### src/rtl/rv32i_memport_arbiter_if.sv
// Bundle of the fetch, data and memory-side signals around the shared memory port.
// The arbiter uses the slave view; the requesters and the memory together use the master view.
interface rv32i_memport_arbiter_if;
   logic        if_req;
   logic [29:0] if_addr;
   logic        if_gnt;
   logic        if_rvalid;
   logic [31:0] if_rdata;

   logic        dm_req;
   logic        dm_we;
   logic [3:0]  dm_be;
   logic [29:0] dm_addr;
   logic [31:0] dm_wdata;
   logic        dm_gnt;
   logic        dm_rvalid;
   logic [31:0] dm_rdata;

   logic        mem_en;
   logic        mem_we;
   logic [3:0]  mem_be;
   logic [29:0] mem_addr;
   logic [31:0] mem_wdata;
   logic [31:0] mem_rdata;

   modport slave (
      input  if_req, if_addr, dm_req, dm_we, dm_be, dm_addr, dm_wdata, mem_rdata,
      output if_gnt, if_rvalid, if_rdata, dm_gnt, dm_rvalid, dm_rdata,
             mem_en, mem_we, mem_be, mem_addr, mem_wdata
   );

   modport master (
      output if_req, if_addr, dm_req, dm_we, dm_be, dm_addr, dm_wdata, mem_rdata,
      input  if_gnt, if_rvalid, if_rdata, dm_gnt, dm_rvalid, dm_rdata,
             mem_en, mem_we, mem_be, mem_addr, mem_wdata
   );
endinterface

### src/rtl/rv32i_memport_arbiter.sv
// Shares one memory port between fetch and load/store; data wins, one-cycle read return.
// Define FETCH_STARVE_GUARD_EN to let a fetch denied STARVE_LIMIT cycles in a row win once.
module rv32i_memport_arbiter #(
   parameter int unsigned STARVE_LIMIT = 4
) (
   input  logic                   clk,
   input  logic                   reset,
   rv32i_memport_arbiter_if.slave bus
);

   if (STARVE_LIMIT < 1 || STARVE_LIMIT > 15) begin : g_bad_limit
      $error("STARVE_LIMIT must be in 1..15");
   end

   typedef enum logic [1:0] {
      OWN_IDLE,
      OWN_IF_RD,
      OWN_DM_RD
   } owner_t;

   owner_t owner_q, owner_d;
   logic   if_win, dm_win;
   logic   starve_trip;

`ifdef FETCH_STARVE_GUARD_EN
   logic [3:0] starve_q, starve_d;

   assign starve_trip = bus.if_req && (starve_q == 4'(STARVE_LIMIT));

   always_ff @(posedge clk) begin
      if (reset) starve_q <= '0;
      else       starve_q <= starve_d;
   end

   // Counts consecutive denied fetch cycles; a trip grants fetch, which clears it.
   always_comb begin
      starve_d = starve_q;
      if (!bus.if_req || if_win)
         starve_d = '0;
      else if (starve_q != 4'(STARVE_LIMIT))
         starve_d = starve_q + 4'd1;
   end
`else
   assign starve_trip = 1'b0;
`endif

   always_comb begin
      if_win = 1'b0;
      dm_win = 1'b0;
      if (!reset) begin
         if (bus.dm_req && !starve_trip) dm_win = 1'b1;
         else if (bus.if_req)            if_win = 1'b1;
      end
   end

   // NOTE: non-blocking assignment for every clocked register so all flops sample
   // the same pre-edge values regardless of process evaluation order.
   always_ff @(posedge clk) begin
      if (reset) owner_q <= OWN_IDLE;
      else       owner_q <= owner_d;
   end

   // NOTE: every output of this block gets a default first so no path leaves a
   // value unassigned, which would otherwise infer a latch.
   always_comb begin
      owner_d       = OWN_IDLE;
      bus.if_gnt    = 1'b0;
      bus.dm_gnt    = 1'b0;
      bus.mem_en    = 1'b0;
      bus.mem_we    = 1'b0;
      bus.mem_be    = 4'h0;
      bus.mem_addr  = '0;
      bus.mem_wdata = '0;
      if (dm_win) begin
         bus.dm_gnt    = 1'b1;
         bus.mem_en    = 1'b1;
         bus.mem_we    = bus.dm_we;
         bus.mem_be    = bus.dm_be;
         bus.mem_addr  = bus.dm_addr;
         bus.mem_wdata = bus.dm_wdata;
         owner_d       = bus.dm_we ? OWN_IDLE : OWN_DM_RD;
      end else if (if_win) begin
         bus.if_gnt    = 1'b1;
         bus.mem_en    = 1'b1;
         bus.mem_be    = 4'hF;
         bus.mem_addr  = bus.if_addr;
         owner_d       = OWN_IF_RD;
      end
   end

   // Reset gating also drops a read granted just before reset asserted.
   assign bus.if_rvalid = !reset && (owner_q == OWN_IF_RD);
   assign bus.dm_rvalid = !reset && (owner_q == OWN_DM_RD);
   assign bus.if_rdata  = bus.mem_rdata;
   assign bus.dm_rdata  = bus.mem_rdata;

endmodule

### src/flat_wrapper.sv
// flat-port wrapper written by rule: the top's interface ports become plain ports
module rv32i_memport_arbiter_flat 
#(
   parameter int unsigned STARVE_LIMIT = 4
)
  (clk, reset, bus_if_req, bus_if_addr, bus_dm_req, bus_dm_we, bus_dm_be, bus_dm_addr, bus_dm_wdata, bus_mem_rdata, bus_if_gnt, bus_if_rvalid, bus_if_rdata, bus_dm_gnt, bus_dm_rvalid, bus_dm_rdata, bus_mem_en, bus_mem_we, bus_mem_be, bus_mem_addr, bus_mem_wdata);
  rv32i_memport_arbiter_if bus_i ();
  input  logic clk;
  input  logic reset;
  input wire logic [$bits(bus_i.if_req)-1:0] bus_if_req;
  input wire logic [$bits(bus_i.if_addr)-1:0] bus_if_addr;
  input wire logic [$bits(bus_i.dm_req)-1:0] bus_dm_req;
  input wire logic [$bits(bus_i.dm_we)-1:0] bus_dm_we;
  input wire logic [$bits(bus_i.dm_be)-1:0] bus_dm_be;
  input wire logic [$bits(bus_i.dm_addr)-1:0] bus_dm_addr;
  input wire logic [$bits(bus_i.dm_wdata)-1:0] bus_dm_wdata;
  input wire logic [$bits(bus_i.mem_rdata)-1:0] bus_mem_rdata;
  output wire logic [$bits(bus_i.if_gnt)-1:0] bus_if_gnt;
  output wire logic [$bits(bus_i.if_rvalid)-1:0] bus_if_rvalid;
  output wire logic [$bits(bus_i.if_rdata)-1:0] bus_if_rdata;
  output wire logic [$bits(bus_i.dm_gnt)-1:0] bus_dm_gnt;
  output wire logic [$bits(bus_i.dm_rvalid)-1:0] bus_dm_rvalid;
  output wire logic [$bits(bus_i.dm_rdata)-1:0] bus_dm_rdata;
  output wire logic [$bits(bus_i.mem_en)-1:0] bus_mem_en;
  output wire logic [$bits(bus_i.mem_we)-1:0] bus_mem_we;
  output wire logic [$bits(bus_i.mem_be)-1:0] bus_mem_be;
  output wire logic [$bits(bus_i.mem_addr)-1:0] bus_mem_addr;
  output wire logic [$bits(bus_i.mem_wdata)-1:0] bus_mem_wdata;
  assign bus_i.if_req = bus_if_req;
  assign bus_i.if_addr = bus_if_addr;
  assign bus_i.dm_req = bus_dm_req;
  assign bus_i.dm_we = bus_dm_we;
  assign bus_i.dm_be = bus_dm_be;
  assign bus_i.dm_addr = bus_dm_addr;
  assign bus_i.dm_wdata = bus_dm_wdata;
  assign bus_i.mem_rdata = bus_mem_rdata;
  assign bus_if_gnt = bus_i.if_gnt;
  assign bus_if_rvalid = bus_i.if_rvalid;
  assign bus_if_rdata = bus_i.if_rdata;
  assign bus_dm_gnt = bus_i.dm_gnt;
  assign bus_dm_rvalid = bus_i.dm_rvalid;
  assign bus_dm_rdata = bus_i.dm_rdata;
  assign bus_mem_en = bus_i.mem_en;
  assign bus_mem_we = bus_i.mem_we;
  assign bus_mem_be = bus_i.mem_be;
  assign bus_mem_addr = bus_i.mem_addr;
  assign bus_mem_wdata = bus_i.mem_wdata;
  rv32i_memport_arbiter #(.STARVE_LIMIT(STARVE_LIMIT)) u_core (.clk(clk), .reset(reset), .bus(bus_i));
endmodule
### config.mk
export PLATFORM = sky130hd
export DESIGN_NAME = rv32i_memport_arbiter_flat
export DESIGN_NICKNAME = d
export VERILOG_FILES = /design/src/rtl/rv32i_memport_arbiter_if.sv /design/src/rtl/rv32i_memport_arbiter.sv /design/src/flat_wrapper.sv
export SDC_FILE = /design/constraint.sdc
export NUM_CORES = 1
export LEC_CHECK = 0
export CAP_MARGIN = 25
export CORE_AREA = 2 2 105 107
export CTS_CLUSTER_DIAMETER = 30
export DETAILED_ROUTE_END_ITERATION = 8
export DIE_AREA = 0 0 107 109
export GPL_TIMING_DRIVEN = 0
export PLACE_DENSITY = 0.66
export RECOVER_POWER = 50
export SYNTH_ARGS = -nofsm -noshare
export SYNTH_HDL_FRONTEND = slang
export SYNTH_SLANG_ARGS = --single-unit
### constraint.sdc
create_clock -name clk -period 1.05 [get_ports clk]
set_input_delay 0.105 -clock clk [delete_from_list [all_inputs] [get_ports clk]]
set_output_delay 0.105 -clock clk [all_outputs]
set_load 0.02 [all_outputs]
==> summary.txt <==
GRT
  • Vias in the first global route: 2246
  • Total GRT Usage: 0.129
  • First-pass GRT wire length: 11800 um
  • Largest net degree at the start of global routing: 11
  • Grt total ovfl: 0
  • Initial antenna violation count: 0

Die
  • Die Y: 109 um
  • Die width: 107 um
  • Row count: 38
  • Die area: 11700 um^2
  • Ports: 269
  • Core region area: 10600 um^2
  • Initial Utilization: 0.115

Run status
  • Status: complete, but fails checks
  • Failing checks: setup timing

Clocking
  • CTS Sinks: 2
  • Clk buf depth: 2
  • CTS HTree Levels: 1
  • Clock slew seen by the registers of the worst setup and hold paths: 0.03 ns
  • Hold buffers post-CTS: 0
  • CTS root buf: clkbuf_8
  • Total CTS buffers: 3
  • TritonCTS clock tree: built

Timing
  • Final period util: 1.15
  • Slew margin rel.: 0.819
  • Min cycle time layout: 1.20 ns
  • Worst Hold Slack: 0.236 ns
  • Fin. max-slew vios: 0
  • Setup violators final: 64
  • Fmax: 831 MHz
  • RSZ-0062 raised after global routing: yes
  • Worst-Margin Slew: 0.271 ns
  • Worst Slack Setup Final: -0.153 ns
  • Final Hold Viols: 0

Critical path
  • Startpoint types: input pin
  • Setup CP Type: in -> out
  • Crit-path slowest cell: and2b_2
  • Critical path buffers and inverters: 5
  • Worst Path Max Fanout: 5
  • CP Cell Sequence: buf_12, and2b_2, buf_12, buf_8, buf_6, and2_4, buf_6
  • Worst path max stage delay: 0.22 ns
  • Worst Setup End Kind: output port
  • Required time of the worst setup path: 0.94 ns
  • Worst Path Arrival: 1.10 ns
  • CP delay by family, top: buffers and inverters

Logic synthesis
  • EDFF count, synth: 0
  • Top-area cell type share of the netlist area: 0.393
  • Post-synthesis sequential area ratio: 0.0328
  • Yosys reg bits: 2
  • Post-synth ARST share: 0
  • Netlist Area Pre-Place: 1220 um^2
  • Top cells by count, synth: buf_4 (64), and2_1 (33), a32o_1 (30), buf_6 (6)
  • Synth warn: 0
  • Post-synth top flop: dfxtp_1
  • Synth top area cells: buf_4 (39%), a32o_1 (25%), and2_1 (17%)
  • Post-synth cell types: 13
  • Avg Inst Size Synth: 7.58 um^2
  • Synth Net Count: 294
  • Cells after synthesis: 161
  • Most frequent cell after synthesis: buf_4
  • Leading area contributor after synthesis: buf_4

Place
  • Dpl hpwl: 6750 um
  • Worst slack at placement: -1.22 ns
  • Final GP Congestion: 0.742
  • Port bufs: 236

Final layout
  • P&R area growth vs syn: 248%
  • Multi-input logic area: 717 um^2
  • Filler Cells Inserted: 1074
  • Largest reg by FF count: u_core.owner_q
  • Nets: 549
  • N_diodes: 0
  • Max FFs per register: 2
  • Layout cells sized above 1: 0.536
  • Largest regs: u_core.owner_q x2
  • Register area: 40.0 um^2

Routing
  • DRC errors left: 0
  • Vias per cell: 3.85
  • DR WL/cell: 15.5 um
  • Wirelength, routed: 8580 um
  • Routed Antenna Nets: 0
  • Initial DRC count: 50
  • Vias post-DR: 2135
  • First-pass DRT Iterations: 4

Pwr
  • Peak VDD IR: 0.319 mV
  • P per Cell Area: 534 nW/um^2
  • Cell leakage power: 1.98 nW
  • Post-layout power: 2.27 mW

Hold path
  • Hold Crit Start: reset
  • Worst hold path class: in -> reg
  • Hold Path End: u_core.owner_q[0]$_SDFF_PP0_
  • Hold Path Cell Cnt: 3

Flow run
  • Max-cap violations: 0
per-layer routing:
| layer | routed length [um] | up-vias | part of all wire | GRT usage |
|---|---|---|---|---|
| li1 | - | 1014 | - | - |
| met2 | 4820 | 156 | 0.56 | 0.269 |
| met4 | 38 | 0 | 0.0044 | 0.0195 |
| met5 | 0 | - | 0 | 0 |
| met3 | 945 | 4 | 0.11 | 0.0377 |
| met1 | 2770 | 961 | 0.32 | 0.127 |
worst min-delay path, stage by stage:
cell and delay, ns:
buf_6 0.07, buf_6 0.14, nor2_1 0.07
where the power goes:
| group | total (mW) | switching, mW | leakage (nW) | internal [mW] |
|---|---|---|---|---|
| logic | 1.89 | 0.735 | 1.94 | 1.15 |
| clock network | 0.302 | 0.0595 | 0.0216 | 0.242 |
| registers | 0.0816 | 0.00180 | 0.0164 | 0.0798 |
layout make-up:
| class | instances | area share |
|---|---|---|
| Sequential cell | 2 | 0.00941 |
| Multi-Input combinational cell | 81 | 0.169 |
| Clock buffer | 3 | 0.00971 |
| Timing Repair Buffer | 250 | 0.615 |
| Tap cell | 140 | 0.0412 |
| Buffer | 78 | 0.156 |
metrics by stage:
stage	instances	setup TNS [ns]	cell area, um^2	utilization
floorplan	161	0	1220	-
global placement	537	-77.01	3760	0.354
detailed placement	537	-77.99	3760	0.354
CTS	553	-7.09	4160	0.393
global route	554	-8.59	4250	0.401
finish	554	-6.77	4250	0.401
cell families (layout without fill, tap and decap cells):
family,Yosys count,count (layout),share of synthesized area
AOI/OAI and AO/OA,34,34,0.262
buffers and inverters,78,331,0.478
DFF,2,2,0.0328
and+or+nand+nor,47,47,0.226
how the worst max path moves through the flow:
stage / from / end / slack [ns] / cells past startpoint
after floorplan: reset / bus_mem_addr[0] / 0.08 / 4
after global placement: bus_if_req / bus_mem_addr[0] / -1.22 / 4
after detailed placement: bus_dm_req / bus_mem_addr[0] / -1.22 / 5
after CTS: reset / bus_mem_wdata[3] / -0.17 / 7
after global routing: reset / bus_mem_wdata[3] / -0.19 / 7
final: bus_dm_req / bus_mem_wdata[3] / -0.15 / 7
timing repair:
item | CTS | global route
hold endpoints to repair | 0 | 0
resized for setup | 502 | 34
endpoints found under the setup margin | 73 | 70
gates cloned | 7 | 1
pin swaps | 32 | 5
buffers inserted | 6 | 0
cells in the final DEF (no fill, tap or decap), drive strengths merged:
cell type      count
nand2              4
clkdlybuf4s50    127
and2              33
dfxtp              2
nand2b             1
a21oi              4
clkbuf             8
dlygate4sd3       34
a32o              30
nor2               5
nor3b              2
buf              162
and2b              2
Power figures use the tool's default switching activity.
